**src/rtl/bit_serial_adder.sv**
```systemverilog
// Bit-serial ripple adder: one full-adder cell and a carry flop add two WIDTH-bit
// operands LSB-first, one bit per clock; the registered result holds until the next completion.
module bit_serial_adder #(
  parameter int WIDTH = 8
) (
  input  logic             clk,
  input  logic             reset,
  input  logic             start,
  input  logic [WIDTH-1:0] a,
  input  logic [WIDTH-1:0] b,
  input  logic             cin,
  output logic             busy,
  output logic             done,
  output logic [WIDTH-1:0] sum,
  output logic             cout,
  output logic             ovf
);

  localparam int CNT_W = $clog2(WIDTH);
  localparam logic [CNT_W-1:0] LAST_BIT = CNT_W'(WIDTH - 1);

  typedef enum logic [1:0] {
    IDLE  = 2'd0,
    SHIFT = 2'd1,
    DONE  = 2'd2
  } state_e;

  state_e           state_q, state_d;
  logic [WIDTH-1:0] sa_q, sa_d;
  logic [WIDTH-1:0] sb_q, sb_d;
  logic             c_q, c_d;
  logic [CNT_W-1:0] cnt_q, cnt_d;
  // Only WIDTH-1 bits are buffered; the MSB goes straight from the adder cell into sum.
  logic [WIDTH-2:0] acc_q, acc_d;
  logic [WIDTH-1:0] sum_q, sum_d;
  logic             cout_q, cout_d;
  logic             ovf_q, ovf_d;

  logic             bit_s;
  logic             bit_c;

  assign bit_s = sa_q[0] ^ sb_q[0] ^ c_q;
  assign bit_c = (sa_q[0] & sb_q[0]) | (sa_q[0] & c_q) | (sb_q[0] & c_q);

  always_comb begin
    // NOTE: every _d gets a default before the case, so no path leaves one unassigned (no latches).
    state_d = state_q;
    sa_d    = sa_q;
    sb_d    = sb_q;
    c_d     = c_q;
    cnt_d   = cnt_q;
    acc_d   = acc_q;
    sum_d   = sum_q;
    cout_d  = cout_q;
    ovf_d   = ovf_q;

    unique case (state_q)
      IDLE: begin
        if (start) begin
          sa_d    = a;
          sb_d    = b;
          c_d     = cin;
          cnt_d   = '0;
          acc_d   = '0;
          state_d = SHIFT;
        end
      end
      SHIFT: begin
        sa_d  = sa_q >> 1;
        sb_d  = sb_q >> 1;
        c_d   = bit_c;
        acc_d = (WIDTH-1)'({bit_s, acc_q} >> 1);
        if (cnt_q == LAST_BIT) begin
          // c_q is the carry into the MSB on this cycle; bit_c is the carry out of it.
          sum_d   = {bit_s, acc_q};
          cout_d  = bit_c;
          ovf_d   = c_q ^ bit_c;
          state_d = DONE;
        end else begin
          cnt_d = cnt_q + 1'b1;
        end
      end
      DONE:    state_d = IDLE;
      default: state_d = IDLE;
    endcase
  end

  // NOTE: sequential state uses non-blocking assignments so all registers update together at the edge.
  always_ff @(posedge clk) begin
    if (reset) begin
      state_q <= IDLE;
      sa_q    <= '0;
      sb_q    <= '0;
      c_q     <= 1'b0;
      cnt_q   <= '0;
      acc_q   <= '0;
      sum_q   <= '0;
      cout_q  <= 1'b0;
      ovf_q   <= 1'b0;
    end else begin
      state_q <= state_d;
      sa_q    <= sa_d;
      sb_q    <= sb_d;
      c_q     <= c_d;
      cnt_q   <= cnt_d;
      acc_q   <= acc_d;
      sum_q   <= sum_d;
      cout_q  <= cout_d;
      ovf_q   <= ovf_d;
    end
  end

  assign busy = (state_q != IDLE);
  assign done = (state_q == DONE);
  assign sum  = sum_q;
  assign cout = cout_q;
  assign ovf  = ovf_q;

endmodule

```
**config.mk**
```make
export PLATFORM = sky130hd
export DESIGN_NAME = bit_serial_adder
export DESIGN_NICKNAME = d
export VERILOG_FILES = /design/src/rtl/bit_serial_adder.sv
export SDC_FILE = /design/constraint.sdc
export NUM_CORES = 1
export LEC_CHECK = 0
export CORE_MARGIN = 2
export CORE_UTILIZATION = 56
export CTS_CLUSTER_DIAMETER = 30
export CTS_CLUSTER_SIZE = 16
export DETAILED_ROUTE_END_ITERATION = 7
export PLACE_DENSITY = 0.84
export REMOVE_ABC_BUFFERS = 1
export SLEW_MARGIN = 25
export SYNTH_ARGS = -nofsm -noshare
export SYNTH_HDL_FRONTEND = slang
export SYNTH_SLANG_ARGS = --single-unit
```
**constraint.sdc**
```tcl
create_clock -name clk -period 2.4 [get_ports clk]
set_clock_uncertainty 0.05 [all_clocks]
set_input_delay 0.36 -clock clk [delete_from_list [all_inputs] [get_ports clk]]
set_output_delay 0.36 -clock clk [all_outputs]
set_load 0.1 [all_outputs]
```
Yosys cells after proc, flatten, opt, wreduce, memory -nomap -nowiden. Index checks and enable logic that the tools add are counted.

Eq/ne operators: 6. Muxes and demuxes: 14. $add $sub $neg: 1. Bitwise logic cells: 8. Reduce and logical (&&, ||, !) cells: 7.

Operators with widths (count): 8-bit case mux with 2 select lines (2); 8-bit 2-to-1 mux (2); 7-bit case mux with 2 select lines (1); 7-bit 2-to-1 mux (1); 3-bit 2-to-1 mux (2); 2-bit != test, second input constant (3); 3-bit case mux with 2 select lines (1); 2-bit AND reduction (3); 2-bit 2-to-1 mux (2); 2-bit case mux with 2 select lines (1); 2-bit nonzero test (2); 3-bit by 1-bit adder with 3-bit output, second input constant (1); 1-bit bitwise AND (3); 3-bit == test, second input constant (1); 3-bit AND reduction (1); 1-bit XOR (3); 2-bit by 1-bit == test with 1-bit output, second input constant (1); 2-bit == test, second input constant (1); 2-bit logical NOT (1); 1-bit OR (2); 1-bit case mux with 2 select lines (1); 1-bit 2-to-1 mux (1).

Output and inout port bits: 12. Input bits: 20. Register bits: 39.

Depth between registers and ports, before layout.
Depth after elaboration: 4. Mapped depth: 6. Gate-level depth less buffers: 5.

Worst setup path after synthesis. No wires, ideal clock.

Path kind: reg-to-output. Start point: register state_q[1]. End point: output port done. Required time: 1990 ps. Arrival: 1968 ps. Cell stages (with the launch flop): 5. Slack: 22 ps. Buffers on the path: 2. Cell sequence: dfxtp_1 > buf_6 > inv_2 > buf_4 > nor2_1.

Cells in the longest elaborated chain, start to end: 1.

RTL lines: start: declaration (line 28) `state_e state_q, state_d;`; start signal: assignment (line 101) `state_q <= state_d;`; 2-bit == test (line 114) `assign done = (state_q == DONE);`; end: declaration (line 13) `output logic done,`.

No other way between the ends.

Worst setup path after layout. Same ends and word-level chain as after synthesis.

==> summary.md <==
| Metric | Value |
|---|---|
| Status | `finished clean` |
| PortBufs | `31` |
| Worst-margin pin slew | `0.728 ns` |
| Fill count | `246` |
| Post-synthesis sequential area ratio | `42.2%` |
| Commonest non-fill, non-tap cell in the layout | `dfxtp_1` |
| First-pass GRT wire length | `6480 um` |
| Data arrival, critical path | `1.66 ns` |
| Via count | `1505` |
| Post-DRT Antenna Nets | `0` |
| Worst IR drop on VDD | `0.000410 V` |
| Max FO, Critical Path | `13` |
| H-tree levels | `2` |
| Number of cell rows | `20` |
| DIE HEIGHT | `61.5 um` |
| Yosys warns | `0` |
| Reg area | `781 um^2` |
| Clk_lat worst skew | `0.36 ns` |
| Top cells by area, synth | `dfxtp_1 (42%), nor2_1 (7.3%), a21oi_2 (4.3%), nand2_1 (4.3%), o221a_2 (4.3%)` |
| Headroom to the max-slew limit | `51.3%` |
| Async set-reset flop share out of synthesis | `0%` |
| HPWL after DPL | `2730 um` |
| Nets | `257` |
| Setup crit start kind | `flop` |
| CP max stage cell | `dfxtp_1` |
| CTS Hold Buffers Added | `0` |
| Hold Crit Class | `flop to flop` |
| Die Area | `3780 um^2` |
| Register bit total from synthesis | `39` |
| Initial antenna violation count | `0` |
| Final setup viols | `0` |
| RSZ-0062 raised after global routing | `no` |
| Area leader, netlist | `dfxtp_1` |
| Worst path cell trace | `inv_2 -> nor2_1 -> buf_12` |
| Ant. Diodes | `0` |
| Primary FF master, synth | `dfxtp_1` |
| Leak | `0.859 nW` |
| Die W | `61.5 um` |
| CP endpoint kind | `primary output` |
| Final hold vios | `0` |
| Period utilization | `86.1%` |
| Vias in the first global route | `1448` |
| DRC viols | `0` |
| Vias/cell | `5.39` |
| Fin Setup TNS | `0 ns` |
| Mapped Avg Cell Area | `8.98 um^2` |
| Starting DRC count in detailed routing | `102` |
| Worst path required time | `1.99 ns` |
| TritonCTS clock tree | `done` |
| Core outline area | `3100 um^2` |
| Drt wl/cell | `13.4 um` |
| Hold slack final | `0.425 ns` |
| EDFF count, synth | `0` |
| Worst-path clk slew | `0.13 ns` |
| CTS-repair resized insts | `0` |
| Final Slew Violations | `0` |
| Cell family with most CP delay | `flip-flops` |
| Synth top area share | `42.2%` |
| GPL Wtd Cong | `0.812` |
| Max Clk Rate | `0.484 GHz` |
| Number of max-cap violations | `0` |
| Routed wire length | `3740 um` |
| Post-CTS setup buffers | `0` |
| Drt pass-1 iters | `4` |
| Area of the multi-input gates | `902 um^2` |
| Gate Count Post-Synth | `206` |
| CTS Buf Count | `5` |
| Share of cells above drive strength 1 | `22.6%` |
| Layout Area Growth over Synthesis | `18.5%` |
| PwrDens | `571 nW/um^2` |
| Most frequent cells in the layout | `dfxtp_1 (39), nor2_1 (36), nand2_1 (21), clkdlybuf4s50_1 (19), buf_4 (17)` |
| Global route overflow | `0` |
| Worst setup path category | `flop to primary output` |
| Ports | `32` |
| CTS root buf | `clkbuf_4` |
| Clk sink count | `39` |
| Critical Path Max Stage Delay | `0.64 ns` |
| WP buf/inv | `2` |
| Initial Util | `59.6%` |
| Synth unique cells | `34` |
| Largest net degree at the start of global routing | `19` |
| Clock tree buffer depth | `2` |
| Post-Syn Area | `1850 um^2` |
| Minimum clock period | `2.07 ns` |
| GRT Resource Usage Total | `23.7%` |
stage by stage:
| stage | setup slack [ns] | power [W] | cells | utilization, % | cell area, um^2 |
|---|---|---|---|---|---|
| global placement | 0.553 | 0.000913 | 271 | 68.8 | 2130 |
| global route | 0.200 | 0.00132 | 279 | 70.6 | 2190 |
| finish | 0.333 | 0.00125 | 279 | 70.6 | 2190 |
| floorplan | -0.193 | 0.000831 | 189 | - | 1720 |
| detailed placement | 0.494 | 0.000921 | 271 | 68.8 | 2130 |
| CTS | 0.305 | 0.00126 | 279 | 70.6 | 2190 |
state kept, by name (all words and copies together) (netlist names):
| register | flops |
|---|---|
| sa_q | 8 |
| cout | 1 |
| c_q | 1 |
| cnt_q | 3 |
| ovf | 1 |
| acc_q | 7 |
| state_q | 2 |
| sb_q | 8 |
| sum | 8 |
cell type report:
type | instances | area share, %
clock buffers | 5 | 1.71
well taps | 44 | 2.51
multi-input cells | 140 | 41.2
clock inverters | 3 | 0.914
inverters | 10 | 1.71
repair buffers | 38 | 16.3
flip-flops and latches | 39 | 35.6
power by group:
group / switching (W) / internal (W)
Clock: 0.000231 / 0.000112
Combinational: 0.000102 / 0.0000992
Sequential: 0.0000270 / 0.000680
routing by layer:
metal	share of wire, %	vias to the layer above	GRT usage [%]
met5	0	-	0
met1	44	691	30.3
met2	49	37	38.3
met3	5.1	6	4.41
met4	1.9	0	11.9
li1	-	771	-
cell usage after synthesis, types with 4 or more instances:
library cell,count
dfxtp_1,39
nor2_1,36
nand2_1,21
a21oi_1,15
a21oi_2,9
inv_1,9
a22oi_1,7
o221a_2,7
o2bb2ai_1,7
a211oi_1,6
buf_2,6
buf_6,6
nand2b_1,5
o21ai_0,4
final timing paths:
| kind | from | to | slack [ns] | cells past startpoint |
|---|---|---|---|---|
| max | state_q[1] | done | 0.33 | 3 |
| min reg2reg | acc_q[6] | sum[6] | 0.42 | 2 |
| max reg2reg | cnt_q[1] | ovf | 0.72 | 5 |
| min | acc_q[6] | sum[6] | 0.42 | 2 |
tightest hold or removal path: cells and delay by family, from the launching register on:
| family | cells | cell delay, ns |
|---|---|---|
| flops | 1 | 0.34 |
| compound gates | 1 | 0.04 |
| simple gates | 1 | 0.07 |
kinds of logic after synthesis:
family | count (synthesis) | synth area share, %
AND/OR/NAND/NOR | 72 | 18.3
AO/OA/AOI/OAI | 64 | 27.5
flip-flops | 39 | 42.2
buffers and inverters | 27 | 9.00
adder cells (fa/ha/maj) | 3 | 2.44
XOR/XNOR | 1 | 0.474
No activity file was read; power rests on OpenSTA's default activity.
